[config.mk]
export PLATFORM = sky130hd
export DESIGN_NAME = sand_drop_scheduler
export DESIGN_NICKNAME = d
export VERILOG_FILES = /design/src/rtl/sand_drop_scheduler.sv
export SDC_FILE = /design/constraint.sdc
export NUM_CORES = 1
export LEC_CHECK = 0
export ABC_AREA = 1
export CAP_MARGIN = 20
export CORE_MARGIN = 4
export CORE_UTILIZATION = 35
export CTS_BUF_LIST = sky130_fd_sc_hd__clkbuf_16
export CTS_CLUSTER_SIZE = 10
export DETAILED_ROUTE_END_ITERATION = 6
export PLACE_DENSITY_LB_ADDON = 0.12
export SLEW_MARGIN = 20
export SYNTH_ARGS = -nofsm -noshare
export SYNTH_HDL_FRONTEND = slang
export SYNTH_SLANG_ARGS = --single-unit
[constraint.sdc]
create_clock -name clk -period 4 [get_ports clk]
set_clock_uncertainty 0.05 [all_clocks]
set_input_delay 1.2 -clock clk [delete_from_list [all_inputs] [get_ports clk]]
set_output_delay 1.2 -clock clk [all_outputs]
set_load 0.1 [all_outputs]
[src/rtl/sand_drop_scheduler.sv]
// sand_drop_scheduler: queues user drop requests, paces array frames off the
// display vsync through a programmable divider, and holds one drop per frame
// at the array inputs until the array reports the frame complete.
module sand_drop_scheduler #(
   parameter int DEPTH = 4,
   parameter int CNT_W = 8
) (
   input  logic                     clk,
   input  logic                     rst,
   input  logic                     enable_i,
   input  logic                     vsync_i,
   input  logic [3:0]               step_div_i,
   input  logic [8:0]               resolution_i,
   input  logic                     req_valid_i,
   input  logic [8:0]               req_x_i,
   input  logic [8:0]               req_y_i,
   output logic                     req_ready_o,
   output logic                     arr_new_frame_o,
   output logic                     arr_drop_o,
   output logic [8:0]               arr_drop_x_o,
   output logic [8:0]               arr_drop_y_o,
   input  logic                     arr_new_data_i,
   output logic                     busy_o,
   output logic [$clog2(DEPTH):0]   level_o,
   output logic [CNT_W-1:0]         reject_cnt_o,
   output logic [CNT_W-1:0]         overrun_cnt_o
);

   localparam int AW = $clog2(DEPTH);
   localparam int LW = AW + 1;

   typedef enum logic [1:0] {IDLE, LAUNCH, WAIT_DONE} state_t;

   typedef struct packed {
      logic [8:0] x;
      logic [8:0] y;
   } drop_t;

   state_t        state;
   drop_t         fifo_mem [DEPTH];
   logic [AW-1:0] wr_ptr;
   logic [AW-1:0] rd_ptr;
   logic [3:0]    tick_cnt;
   logic          frame_due;

   logic push_hs;
   logic in_range;
   logic push;
   logic pop;
   logic due_set;
   logic launch_clr;

   // Ready only looks at registered occupancy, so a pop never frees space
   // for a push on the same edge.
   assign req_ready_o = (level_o != LW'(DEPTH));
   assign push_hs     = req_valid_i && req_ready_o;
   assign in_range    = (req_x_i < resolution_i) && (req_y_i < resolution_i);
   assign push        = push_hs && in_range;
   // Only a frame that actually carried a drop retires a FIFO entry.
   assign pop         = (state == WAIT_DONE) && arr_new_data_i && arr_drop_o;
   // >= lets a lowered divider take effect on the very next tick.
   assign due_set     = vsync_i && (tick_cnt >= step_div_i);
   assign launch_clr  = (state == LAUNCH);

   // FIFO storage: payload needs no reset, occupancy tracking covers it.
   always_ff @(posedge clk) begin
      if (push) fifo_mem[wr_ptr] <= '{x: req_x_i, y: req_y_i};
   end

   // FIFO pointers and occupancy.
   always_ff @(posedge clk) begin
      if (rst) begin
         wr_ptr  <= '0;
         rd_ptr  <= '0;
         level_o <= '0;
      end else begin
         if (push) wr_ptr <= wr_ptr + AW'(1);
         if (pop)  rd_ptr <= rd_ptr + AW'(1);
         case ({push, pop})
            2'b10:   level_o <= level_o + LW'(1);
            2'b01:   level_o <= level_o - LW'(1);
            default: level_o <= level_o;
         endcase
      end
   end

   // Frame divider and sticky frame-due flag; a set beats the launch clear.
   always_ff @(posedge clk) begin
      if (rst) begin
         tick_cnt  <= '0;
         frame_due <= 1'b0;
      end else begin
         if (vsync_i) tick_cnt <= due_set ? 4'd0 : tick_cnt + 4'd1;
         if (due_set)         frame_due <= 1'b1;
         else if (launch_clr) frame_due <= 1'b0;
      end
   end

   // Saturating reject and overrun counters.
   always_ff @(posedge clk) begin
      if (rst) begin
         reject_cnt_o  <= '0;
         overrun_cnt_o <= '0;
      end else begin
         if (push_hs && !in_range && (reject_cnt_o != '1))
            reject_cnt_o <= reject_cnt_o + CNT_W'(1);
         // A tick landing on the launch edge re-arms the flag the launch is
         // consuming, so it is not a lost frame.
         if (due_set && frame_due && !launch_clr && (overrun_cnt_o != '1))
            overrun_cnt_o <= overrun_cnt_o + CNT_W'(1);
      end
   end

   // Frame sequencer with registered array-side outputs.
   always_ff @(posedge clk) begin
      if (rst) begin
         state           <= IDLE;
         arr_new_frame_o <= 1'b0;
         arr_drop_o      <= 1'b0;
         arr_drop_x_o    <= '0;
         arr_drop_y_o    <= '0;
         busy_o          <= 1'b0;
      end else begin
         case (state)
            IDLE: begin
               if (frame_due && enable_i) begin
                  state           <= LAUNCH;
                  arr_new_frame_o <= 1'b1;
                  busy_o          <= 1'b1;
               end
            end
            LAUNCH: begin
               state           <= WAIT_DONE;
               arr_new_frame_o <= 1'b0;
               // Head is peeked, not popped; it retires on completion.
               if (level_o != '0) begin
                  arr_drop_o   <= 1'b1;
                  arr_drop_x_o <= fifo_mem[rd_ptr].x;
                  arr_drop_y_o <= fifo_mem[rd_ptr].y;
               end else begin
                  arr_drop_o   <= 1'b0;
               end
            end
            WAIT_DONE: begin
               if (arr_new_data_i) begin
                  state      <= IDLE;
                  arr_drop_o <= 1'b0;
                  busy_o     <= 1'b0;
               end
            end
            default: begin
               state           <= IDLE;
               arr_new_frame_o <= 1'b0;
               arr_drop_o      <= 1'b0;
               busy_o          <= 1'b0;
            end
         endcase
      end
   end

endmodule

* Yosys cells after proc, flatten, opt, wreduce, memory -nomap -nowiden
Memory sizes are Yosys's and may differ from the RTL's. A register that Yosys moved wholly into a read port is not among the register bits.
Index checks and enable logic that the tools add are counted.
Widths: inputs -> output; s select.
** Word-level totals
- Register bits :: 33
- Bits in latches :: 0
- Bits in writable memories :: 72
- Bits in read-only memories :: 0
- Input port bits :: 37
- Output and inout port bits :: 41
- Logic and storage cells :: 72
- Memories :: 1
** Cells by class
- $add $sub $neg :: 7
- Multipliers :: 0
- Div/mod/pow operators :: 0
- Order comparisons :: 3
- Equal/unequal tests :: 9
- Shift-type cells :: 0
- Mux-type cells :: 15
- Bitwise gates (word level) :: 3
- Reductions and logical operators :: 23
** Memories
- fifo_mem :: words 4, width 18, read ports 1, clocked after memory_dff 1, wr ports 1, line 40 : drop_t fifo_mem [DEPTH];
** Operators by type and width (count)
- $lt 9x9->1 :: 2
- $add 8x1->8 const B :: 2
- $ne 8x8->1 const B :: 2
- $logic_and 1x1->1 :: 12
- $reduce_and 2->1 :: 4
- $mux 1 :: 7
- $pmux 1 s3 :: 2
- $pmux 2 s3 :: 1
- $pmux 3 s2 :: 1
- $add 2x1->2 const B :: 2
- $add 4x1->4 const B :: 1
- $eq 2x1->1 const B :: 2
- $eq 2x2->1 const B :: 2
- $ge 4x4->1 :: 1
- $mux 2 :: 2
- $mux 4 :: 1
- $ne 2x2->1 const B :: 2
- $reduce_bool 2->1 :: 2
- $add 3x1->3 const B :: 1
- $ne 3x3->1 const B :: 1
- $not 1->1 :: 3
- $reduce_and 3->1 :: 1
- $reduce_bool 3->1 :: 1
- $sub 3x1->3 const B :: 1
- other kinds (3) :: 4

* Logic depth before layout (Yosys ltp)
- Word-level depth :: 5
- Mapped depth :: 15
- Gate-level depth less buffers :: 15

* Least setup slack after synthesis
OpenSTA, ideal clock, no wires.
- Path kind :: register -> register
- Start point :: register level_o[1]
- End point :: memory fifo_mem[0][0] (netlist bit), enable pin
- Setup time :: 0.393 ns
- Data arrival time :: 3.352 ns
- Data required time :: 3.557 ns
- Path slack :: 0.206 ns
- Cell stages (with the launch flop) :: 7
- Buffers on the path :: 0
- Clock period less this slack :: 3.794 ns
- Cell sequence :: dfxtp_1 inv_1 nand3_1 nand2_1 inv_2 nand4_2 nor2_1
** On the way
- Cells in the longest elaborated chain, start to end :: 5
** RTL lines
- start, declared :: line 24 : output logic [$clog2(DEPTH):0] level_o,
- start signal, assigned :: line 80 : 2'b10: level_o <= level_o + LW'(1);
- start signal, assigned :: line 81 : 2'b01: level_o <= level_o - LW'(1);
- start signal, assigned :: line 82 : default: level_o <= level_o;
- $ne 3x3->1 :: line 55 : assign req_ready_o = (level_o != LW'(DEPTH));
- via req_ready_o :: line 17 : output logic req_ready_o,
- $logic_and 1x1->1 :: line 56 : assign push_hs = req_valid_i && req_ready_o;
- $logic_and 1x1->1 :: line 58 : assign push = push_hs && in_range;
- $mux 1 :: line 67 : if (push) fifo_mem[wr_ptr] <= '{x: req_x_i, y: req_y_i};
- $mux 1 (not written as such) :: line 67
- end, declared :: line 40
The timed path passes the listed nets, and every way through them passes these cells.

* Worst setup path after layout
- Start point :: input req_x_i[2]
- End point :: register level_o[2]
** On the way
- Cells in the longest elaborated chain, start to end :: 5
- Elaborated cells on any way between the ends :: 7
- Those cells by class :: order compare: 1; eq/ne: 2; mux: 1; reduce/logical: 3
** RTL lines
- start, declared :: line 15 : input logic [8:0] req_x_i,
- $lt 9x9->1 (*) :: line 57 : assign in_range = (req_x_i < resolution_i) && (req_y_i < resolution_i);
- $logic_and 1x1->1 (*) :: line 57
- $logic_and 1x1->1 (*) :: line 58
- $eq 2x1->1 / $eq 2x2->1 (equally long branches) :: line 79 : case ({push, pop})
- $pmux 3 s2 / $reduce_bool 2->1 (equally long branches)
Every way passes the cells marked *; elsewhere a longest branch is shown, timed or not.
A chain may end at the register's enable or synchronous reset.

==> results_tabular.tex <==
\begin{tabular}{lr}
\hline
Metric & Value \\
\hline
\multicolumn{2}{l}{\textbf{Run status}} \\
\quad Status & completed \\
\multicolumn{2}{l}{\textbf{Floorplanning}} \\
\quad Effective utilization at floorplan & 0.3623 \\
\quad CORE AREA & 15430 um\^{}2 \\
\quad Die Ht & between 100 and 150 um \\
\quad Die Span X & between 100 and 150 um \\
\quad Boundary pin count & 78 \\
\quad Total die area & 18060 um\^{}2 \\
\quad Number of core rows & 45 \\
\multicolumn{2}{l}{\textbf{STA}} \\
\quad Hold slack final & 0.4147 ns \\
\quad Unrepaired setup endpoints after global routing & false \\
\quad Setup violation total in the final timing report & 0 \\
\quad Maximum clock frequency & between 200 and 300 MHz \\
\quad Minimum clock period & $\sim$3.4 ns \\
\quad Final worst path period share & 0.8501 \\
\quad Slew Limit Headroom & 0.3162 \\
\quad Slew Limit Fails & 0 \\
\quad Setup TNS & 0 ns \\
\quad Hold violation count in the final report & 0 \\
\quad Transition time of the tightest slew-check pin & 1.026 ns \\
\multicolumn{2}{l}{\textbf{Synthesis}} \\
\quad Syn\_area\_per\_cell & between 9 and 10 um\^{}2 \\
\quad Yosys synthesis warning count & 0 \\
\quad Nets in the synthesized netlist & about 650 \\
\quad Mapped cell area & around 5600 um\^{}2 \\
\quad Unique cell type count in the Yosys netlist & 37 \\
\quad Synthesis-stage register bit count & approximately 120 \\
\quad Cell taking the most area after synthesis & edfxtp\_1 \\
\quad Area share of the leading cell type in the synthesized netlist & 0.3868 \\
\quad Sequential fraction of the synthesis area & 0.5695 \\
\quad Ranking of synthesized cells by area & edfxtp\_1, dfxtp\_1, nor2\_1 \\
\quad Mapped Cells & roughly 600 \\
\multicolumn{2}{l}{\textbf{Worst setup path}} \\
\quad WP data arrival & between 3 and 4 ns \\
\quad Largest stage delay on the critical path & around 0.5 ns \\
\quad Critical path launch point type & input pin \\
\quad Reg2reg end & rd\_ptr[1]\$\_SDFFE\_PP0P\_ \\
\quad Critical Path Source & req\_x\_i[2] \\
\quad Worst EP required & approximately 4.2 ns \\
\quad Crit path max-delay cell type & clkdlybuf4s50\_1 \\
\quad Worst R2R Setup Slack & roughly 1.6 ns \\
\quad Setup crit end kind & flop \\
\quad Length in cells of the worst reg-to-reg path & 6 \\
\quad Number of cells on the critical path & 15 \\
\quad RR Startpoint & rd\_ptr[0]\$\_SDFFE\_PP0P\_ \\
\quad Worst Setup EP & level\_o[2]\$\_SDFFE\_PP0P\_ \\
\quad Delay-heaviest family, CP & adder cells \\
\quad Crit Path Class & input pin to flop \\
\quad Crit Path Max Fanout & 5 \\
\quad Worst path most repeated cell & a21oi\_1 \\
\quad Worst path buffer plus inverter count & 3 \\
\quad Cell Chain, Critical Path & clkdlybuf4s50\_1 -> ha\_1 -> inv\_1 -> a21oi\_1 -> nand2\_1 -> nand3\_1 -> nand2\_1 -> nand4\_2 -> ha\_1 -> inv\_1 -> fa\_1 -> a21oi\_1 -> o21ai\_0 -> o21ai\_0 -> a21oi\_1 \\
\multicolumn{2}{l}{\textbf{Power}} \\
\quad Net Switching & roughly 0.72 mW \\
\quad Part of the total power dissipated in combinational logic & 0.080 \\
\quad Peak supply drop & 0.2870 mV \\
\quad Total power per unit cell area & 465.1 nW/um\^{}2 \\
\quad Share of total power in sequential cells & 0.414 \\
\quad Clock power frac & 0.505 \\
\quad Total leakage power & between 2 and 3 nW \\
\quad Internal power & $\sim$2.6 mW \\
\quad Switching Fraction & 0.2158 \\
\multicolumn{2}{l}{\textbf{Clock tree}} \\
\quad Clock-pin slew of the registers on the worst-case setup and hold paths & about 0.050 ns \\
\quad Clock Root Buffer & clkbuf\_16 \\
\quad TritonCTS buffer count & 17 \\
\quad Post-cts resize count & 0 \\
\quad Number of hold buffers added after cts & 0 \\
\quad TritonCTS clock tree & yes \\
\quad Setup Buffers After CTS & 0 \\
\quad H-Tree Level Count & 4 \\
\quad Clk Latency, worst-skew pair & 0.41 ns \\
\quad Maximum buffer depth of the clock tree & 2 \\
\quad Sink count of the clock tree & approximately 120 \\
\multicolumn{2}{l}{\textbf{Placement}} \\
\quad Placer's final routability congestion estimate & around 0.8 \\
\quad Number of port buffers & 77 \\
\quad Hpwl dp & about 8.6 mm \\
\quad Post-placement cell count & $\sim$860 \\
\multicolumn{2}{l}{\textbf{Routing}} \\
\quad Post-route ant nets & 0 \\
\quad Vias per cell & 4.729 \\
\quad Per-cell routed wire length & 14.40 um \\
\quad DRC viols & 0 \\
\quad Router iterations before antenna repair & 4 \\
\quad DR vias & 4237 \\
\quad Highest signal layer in the routed design & met4 \\
\quad Violation count after the first detailed-routing iteration & between 200 and 250 \\
\quad Total length of routed met3 wires & around 700 um \\
\quad Routed length on met2 & between 5 and 6 mm \\
\quad Routed wire length & between 10 and 15 mm \\
\quad Wire length on met1 & just over 6 mm \\
\multicolumn{2}{l}{\textbf{GRT}} \\
\quad Number of antenna violations at the first check in global routing & 0 \\
\quad Largest net degree at the start of global routing & 39 \\
\quad Global-route wire length before repair & about 21 mm \\
\quad Number of global-route vias before repair & 4095 \\
\quad GRT Total Usage & 0.1484 \\
\quad Global-route congestion overflow total & 0 \\
\multicolumn{2}{l}{\textbf{Layout}} \\
\quad Count of filler cells inserted in the layout & about 1500 \\
\quad Layout Cells excl Fill & roughly 900 \\
\quad Share of post-route cells with drive strength above 1 & 0.1401 \\
\quad Area growth from synthesis to final layout & 28.97\% \\
\quad Final layout net count & between 700 and 800 \\
\quad Count of inserted antenna diode cells & 0 \\
\multicolumn{2}{l}{\textbf{Hold path}} \\
\quad Class of the tightest hold or removal check & flop to flop \\
\multicolumn{2}{l}{\textbf{Job}} \\
\quad \# Max-Cap Violations & 0 \\
\hline
\end{tabular}
registers in the layout, summed over array words and instances (netlist names):
name,cells
fifo_mem,72
arr_drop_x_o,9
arr_drop_y_o,9
overrun_cnt_o,8
reject_cnt_o,8
tick_cnt,4
level_o,3
rd_ptr,2
state,2
wr_ptr,2
arr_drop_o,1
arr_new_frame_o,1
busy_o,1
frame_due,1
final cells by class:
cell class / count / area, um^2 / share of cell area
clock inverters: 15 / 230.2 / 0.03194
repair buffers: 89 / 820.8 / 0.1139
well taps: 211 / 264.0 / 0.03663
clock buffers: 17 / 425.4 / 0.05902
inverters: 72 / 271.5 / 0.03767
flip-flops and latches: 123 / 3183 / 0.4416
multi-input cells: 369 / 2013 / 0.2793
logic make-up (layout without fill, tap and decap cells):
logic type / Yosys count / count (layout) / synth area share
simple gates: 224 / 224 / 0.1753
flops: 123 / 123 / 0.5695
compound gates: 108 / 108 / 0.1061
buf+inv: 94 / 193 / 0.07029
fa+ha+maj: 29 / 29 / 0.06626
xor+xnor: 8 / 8 / 0.01254
how the worst min path moves through the flow:
| stage | startpoint | end | slack, ns | cells after the start |
|---|---|---|---|---|
| 6_report | arr_new_frame_o$_SDFFE_PP0P_ | arr_new_frame_o$_SDFFE_PP0P_ | 0.41 | 2 |
| 5_1_grt | overrun_cnt_o[7]$_SDFFE_PP0P_ | overrun_cnt_o[7]$_SDFFE_PP0P_ | 0.45 | 2 |
| 3_3_place_gp | busy_o$_SDFFE_PP0P_ | busy_o$_SDFFE_PP0P_ | 0.40 | 2 |
| 2_1_floorplan | tick_cnt[1]$_SDFFE_PP0P_ | tick_cnt[1]$_SDFFE_PP0P_ | 0.43 | 2 |
| 3_5_place_dp | busy_o$_SDFFE_PP0P_ | busy_o$_SDFFE_PP0P_ | 0.41 | 2 |
| 4_1_cts | busy_o$_SDFFE_PP0P_ | busy_o$_SDFFE_PP0P_ | 0.42 | 2 |
layer usage:
layer,track usage,vias up
li1,-,2155
met3,0.03751,23
met1,0.1981,1954
met2,0.2304,105
met4,0.06109,0
met5,0,-
power by group through the flow:
stage,clock network (mW),logic (mW),registers [mW]
floorplan,0,0.122,1.46
global placement,0,0.267,1.41
detailed placement,0,0.274,1.41
CTS,1.73,0.275,1.39
global route,1.78,0.304,1.39
finish,1.69,0.270,1.39
worst register-to-register path, cell delays in order (launching register included):
cell and delay, ns:
dfxtp_1 0.31, buf_4 0.37, clkinv_1 0.87, nor2_1 0.39
inv_1 0.09, o21ai_0 0.15, a21oi_1 0.06
cell usage in the layout, fill, tap and decap left out, types with 2 or more instances in the layout:
master and instances:
nor2_1 104, edfxtp_1 72, inv_1 67, nand2_1 64
o21ai_0 51, dfxtp_1 51, buf_4 44, clkdlybuf4s50_1 41
nand3_1 28, ha_1 28, a21oi_1 25, a31oi_1 18
clkbuf_16 17, nand4_1 11, o21ai_1 11, clkinv_2 6
bufinv_16 6, nor2_2 5, xnor2_1 4, xor2_1 4
buf_12 4, inv_2 3, clkinv_1 3, nand4_2 2
nand3_2 2, nor3_1 2, clkinv_4 2
cells in the mapped netlist:
master	number
a21oi_4	1
xor2_1	4
clkinv_2	1
ha_1	28
clkinv_1	2
a31oi_4	1
edfxtp_1	72
nand3_2	2
nand2_1	64
nand3b_1	1
nor4_1	1
buf_6	3
nand4_2	2
nand3_1	28
nor3_1	2
a211oi_1	1
buf_2	7
and3_1	1
o21ai_1	11
buf_4	1
nand2_2	1
dfxtp_1	51
inv_1	66
o21ai_0	51
nor3_4	1
clkbuf_1	9
inv_2	3
xnor2_1	4
buf_1	1
fa_1	1
nand4_1	11
clkbuf_4	1
nor2_1	104
nand2_4	1
a31oi_1	18
a21oi_1	25
nor2_2	5
per-stage QoR:
stage                     utilization  worst slack [ns]  power, mW  instance area (um^2)
after detailed placement       0.4247            0.1870      1.689                  6553
final                          0.4672            0.5997      3.352                  7208
after floorplan                     -            0.2057      1.582                  5589
after global routing           0.4672            0.4098      3.475                  7208
after global placement         0.4247            0.2894      1.680                  6553
after CTS                      0.4672            0.6352      3.390                  7208
No activity file was read; power rests on OpenSTA's default activity.
==> variant 1 (config.mk and constraints unchanged) <==
The parameter `CNT_W` goes from 8 to 7.
--- a/src/rtl/sand_drop_scheduler.sv
+++ b/src/rtl/sand_drop_scheduler.sv
@@ -3,7 +3,7 @@
 // at the array inputs until the array reports the frame complete.
 module sand_drop_scheduler #(
    parameter int DEPTH = 4,
-   parameter int CNT_W = 8
+   parameter int CNT_W = 7
 ) (
    input  logic                     clk,
    input  logic                     rst,
Ports: changed (resized overrun_cnt_o and reject_cnt_o); port bits go from 78 to 76. The function was not compared with the original's and may differ.
==> variant 1 against the original RTL <==
  * First-iteration DRC count down 9.8%
  * Final area down 3.3%
  * Area after synthesis down 2.8%
  * Sequential cell count down 2
  * Worst setup slack worse by 0.031 ns
  * Power down 3.5%
  * Count of clock-buffer cells in the layout unchanged
  * Cell count down 6.3%
  * Clock power down 5%
  * Routed wire length down 1.9%
  * Non-clock buffer count up 1
==> variant 1: results <==
export IMPL_status="finished clean"
export IMPL_layout_drive_gt1_share_pct=13.7
export IMPL_multi_input_comb_area_sq_mm=0.00192
export IMPL_clock_sinks=121
export IMPL_num_nonclk_inverters=66
export IMPL_grtUsageMet3_pct=4.49
export IMPL_drtIter0Drc=184
export IMPL_io_buffers=75
export IMPL_grt_pass1_wl_um=20700
export IMPL_max_slew_margin_pct=34.0
export IMPL_power_leakage_uw=0.00279
export IMPL_synthTopCellsByArea="edfxtp_1, dfxtp_1, nor2_1"
export IMPL_viasPerCell=4.73
export IMPL_fin_nets=706
export IMPL_synth_fp_nets=619
export IMPL_synth_cell_type_count=34
export IMPL_syn_avg_cell_area_sq_um=9.82
export IMPL_finalCoreUtilization_pct=45.9
export IMPL_route_met3_wl_um=512
export IMPL_place_inst=808
export IMPL_hpwl_um=8310
export IMPL_synthCells=553
export IMPL_bufAreaShareNonClock_pct=11.7
export IMPL_r2r_setup_slack_ns=1.62
export IMPL_cp_arrival_ns=3.67
export IMPL_dr_wl_met2_um=5840
export IMPL_reg2reg_depth=12
export IMPL_yosysSeqAreaShare_pct=57.9
export IMPL_buffers_excl_clock=90
export IMPL_grt_use_met2_pct=24.0
export IMPL_synth_common_cells="nor2_1, edfxtp_1, nand2_1"
-- variant 1: cell count changes after synthesis, moves of 3 or more --
cell	delta
nand3_1	-13
a31oi_2	+9
nor2_2	-3
a31oi_1	-9
inv_1	-5
-- variant 1: final timing paths --
kind,endpoint,from
worst max-delay path,level_o[2]$_SDFFE_PP0P_,req_y_i[4]
worst min-delay path,arr_new_frame_o$_SDFFE_PP0P_,arr_new_frame_o$_SDFFE_PP0P_
worst max register to register,level_o[2]$_SDFFE_PP0P_,level_o[0]$_SDFFE_PP0P_
worst min register to register,arr_new_frame_o$_SDFFE_PP0P_,arr_new_frame_o$_SDFFE_PP0P_
-- variant 1: power breakdown --
group / total [uW] / internal (uW) / switching [uW]
registers: 1370 / 1350 / 15.0
logic: 262 / 93.5 / 168
clock network: 1600 / 1080 / 520
-- variant 1: critical path, stage by stage --
cell             delay, ns
clkdlybuf4s50_1       0.51
ha_1                  0.35
nand2_1               0.06
inv_1                 0.06
nand2_1               0.06
nand3_1               0.13
nand2_1               0.10
nand4_2               0.13
ha_1                  0.16
inv_1                 0.06
fa_1                  0.38
a21oi_1               0.14
o21ai_0               0.11
o21ai_0               0.16
a21oi_1               0.06
-- variant 1: metrics by stage --
stage	hold slack [ns]	setup WS, ns
after floorplan	0.423	0.269
after global placement	0.406	0.213
after detailed placement	0.405	0.156
after CTS	0.414	0.580
after global routing	0.427	0.364
final	0.412	0.569
-- variant 1: cells by family (layout without fill, tap and decap cells) --
group / Yosys count / in the layout / share of synthesized area (%)
AOI/OAI and AO/OA: 109 / 109 / 12.1
and+or+nand+nor: 197 / 197 / 14.9
DFF: 121 / 121 / 57.9
muxes: 1 / 1 / 0.184
buffers and inverters: 88 / 187 / 6.82
adders and majority gates: 29 / 29 / 6.82
xor gates and xnor gates: 8 / 8 / 1.29
==> variant 2 (same settings) <==
Without the edit above. Register the output `level_o` once more, cleared by the reset; this adds one clock of latency there. The other outputs are not delayed to match.
--- a/src/rtl/sand_drop_scheduler.sv
+++ b/src/rtl/sand_drop_scheduler.sv
@@ -36,6 +36,8 @@
       logic [8:0] y;
    } drop_t;
 
+   logic [$clog2(DEPTH):0] level_s0;
+
    state_t        state;
    drop_t         fifo_mem [DEPTH];
    logic [AW-1:0] wr_ptr;
@@ -52,7 +54,7 @@
 
    // Ready only looks at registered occupancy, so a pop never frees space
    // for a push on the same edge.
-   assign req_ready_o = (level_o != LW'(DEPTH));
+   assign req_ready_o = (level_s0 != LW'(DEPTH));
    assign push_hs     = req_valid_i && req_ready_o;
    assign in_range    = (req_x_i < resolution_i) && (req_y_i < resolution_i);
    assign push        = push_hs && in_range;
@@ -72,14 +74,14 @@
       if (rst) begin
          wr_ptr  <= '0;
          rd_ptr  <= '0;
-         level_o <= '0;
+         level_s0 <= '0;
       end else begin
          if (push) wr_ptr <= wr_ptr + AW'(1);
          if (pop)  rd_ptr <= rd_ptr + AW'(1);
          case ({push, pop})
-            2'b10:   level_o <= level_o + LW'(1);
-            2'b01:   level_o <= level_o - LW'(1);
-            default: level_o <= level_o;
+            2'b10:   level_s0 <= level_s0 + LW'(1);
+            2'b01:   level_s0 <= level_s0 - LW'(1);
+            default: level_s0 <= level_s0;
          endcase
       end
    end
@@ -133,7 +135,7 @@
                state           <= WAIT_DONE;
                arr_new_frame_o <= 1'b0;
                // Head is peeked, not popped; it retires on completion.
-               if (level_o != '0) begin
+               if (level_s0 != '0) begin
                   arr_drop_o   <= 1'b1;
                   arr_drop_x_o <= fifo_mem[rd_ptr].x;
                   arr_drop_y_o <= fifo_mem[rd_ptr].y;
@@ -158,5 +160,13 @@
       end
    end
 
+   always_ff @(posedge clk) begin
+      if (rst) begin
+         level_o <= '0;
+      end else begin
+         level_o <= level_s0;
+      end
+   end
+
 endmodule
 
Behaviour: not the same (Yosys sat finds a counterexample within 4 cycles, from zero or initial values and one cycle with rst high).
==> variant 2 against the original RTL <==
  * Final area is essentially flat
  * Routed wire length grew 2.9%
  * Combinational power is essentially flat
  * Power grew 0.49%
  * Count of clock-buffer cells in the layout is the same
  * Sequential share of layout area grew 0.80 points
  * Worst setup slack lost 0.047 ns
  * Sequential cell count grew 3
  * Area after synthesis grew 0.27%
  * Die area grew 0.25%
  * Critical endpoint is now level_s0[2]$_SDFFE_PP0P_
  * Largest power group unchanged
  * Highest routed layer unchanged
==> variant 2: results <==
export IMPL_numCtsBuffers=17
export IMPL_synth_common_cells="nor2_1, edfxtp_1, inv_1"
export IMPL_largestRegisters="fifo_mem (72), arr_drop_x_o (9), arr_drop_y_o (9)"
export IMPL_slowest_delay_ns=0.50
export IMPL_cts_hold_buf=0
export IMPL_clk_latency_ns=0.41
export IMPL_cp_max_fo=5
export IMPL_cts_resized=0
export IMPL_yosysMostFrequentCell="nor2_1"
export IMPL_synthTopCellsByArea="edfxtp_1, dfxtp_1, nor2_1"
export IMPL_synth_edff_count=72
export IMPL_grt_use_total_pct=15.5
export IMPL_synthCells=587
export IMPL_max_slew_margin_pct=28.7
export IMPL_n_antenna_cell=0
export IMPL_cts_setup_buffers=0
export IMPL_layoutNonFillerInstCount=900
export IMPL_ir_worst_vdd_v=0.000300
export IMPL_htreeDepth=4
export IMPL_path_clk_slew_ns=0.06
export IMPL_wirelength_um=13300
export IMPL_hp_class="flop to flop"
export IMPL_synth_cell_type_count=31
export IMPL_grt_pass1_vias=4255
export IMPL_status="finished clean"
export IMPL_post_place_ws_ns=0.149
export IMPL_cp_arrival_ns=3.69
export IMPL_layout_drive_gt1_share_pct=12.9
export IMPL_place_gp_congestion=0.775
export IMPL_fillers=1457
export IMPL_crit_path_top_delay_cell="clkdlybuf4s50_1"
export IMPL_synth_fp_nets=653
export IMPL_io_buffers=77
export IMPL_hold_viol=0
export IMPL_cts_buffer_depth=2
export IMPL_yosysSeqAreaShare_pct=57.9
export IMPL_yosys_area_top_type="edfxtp_1"
export IMPL_grt_max_degree=39
export IMPL_fin_nets=742
export IMPL_drtIter0Drc=221
export IMPL_first_pass_iters=5
export IMPL_via_count=4235
export IMPL_yosys_warnings=0
export IMPL_grt_pass1_wl_um=21800
export IMPL_synth_async_sr_flop_share_pct=0
export IMPL_power_leakage_uw=0.00292
export IMPL_place_inst=867
export IMPL_hpwl_um=8510
export IMPL_antenna_found_initial=0
export IMPL_root_buffer="clkbuf_16"
variant 2: changes by cell type in the layout (fill, tap and decap cells not counted), moves of 3 or more:
cell             change
nand3_1              -4
dfxtp_1              +3
buf_12               -4
nor2_1               +6
clkinvlp_4           +4
clkinv_2             -4
clkdlybuf4s50_1      +3
o21ai_0              +5
o21ai_1              -3
variant 2: layer usage:
metal | vias to the layer above | GRT usage (%) | wire length (um)
met5 | - | 0 | 0
met4 | 0 | 6.56 | 235
met3 | 19 | 3.32 | 592
met2 | 103 | 25.7 | 6350
met1 | 1960 | 19.6 | 6100
li1 | 2153 | - | -
variant 2: kinds of logic after synthesis:
| kind of cell | Yosys count | synth area share (%) |
|---|---|---|
| muxes | 1 | 0.179 |
| xor gates and xnor gates | 10 | 1.56 |
| buffers and inverters | 93 | 6.85 |
| adders and majority gates | 29 | 6.61 |
| and+or+nand+nor | 219 | 16.5 |
| DFF | 126 | 57.9 |
| AOI/OAI and AO/OA | 109 | 10.4 |
variant 2: worst max-delay path, delay by kind of cell:
| family | cells | cell delay [ns] |
|---|---|---|
| adder cells (fa/ha/maj) | 3 | 0.88 |
| buffers and inverters | 2 | 0.57 |
| AND/OR/NAND/NOR | 6 | 0.56 |
| AO/OA/AOI/OAI | 4 | 0.47 |
variant 2: layout make-up:
type	count	area share (%)
Clock inverter	15	3.05
Inverter	72	3.75
Clock buffer	17	5.90
Multi-Input combinational cell	368	27.4
Sequential cell	126	45.0
Timing Repair Buffer	91	11.3
Tap cell	211	3.66
variant 2: report_power, final:
group	switching, uW	internal (uW)
clock	572	1100
combinational	175	96.3
sequential	16.0	1410
variant 2: final timing paths:
path                                 start                       end  slack, ns  depth (start not counted)
setup / recovery                req_x_i[4]  level_s0[2]$_SDFFE_PP0P_       0.55                         15
hold / removal    level_s0[0]$_SDFFE_PP0P_  level_s0[0]$_SDFFE_PP0P_       0.41                          1
setup reg to reg  level_s0[0]$_SDFFE_PP0P_  level_s0[2]$_SDFFE_PP0P_       1.68                         12
hold reg to reg   level_s0[0]$_SDFFE_PP0P_  level_s0[0]$_SDFFE_PP0P_       0.41                          1
variant 2: through the flow:
stage | area, sq um | total power (uW)
global route | 7210 | 3490
detailed placement | 6540 | 1720
CTS | 7190 | 3400
finish | 7210 | 3370
global placement | 6540 | 1720
floorplan | 5600 | 1620
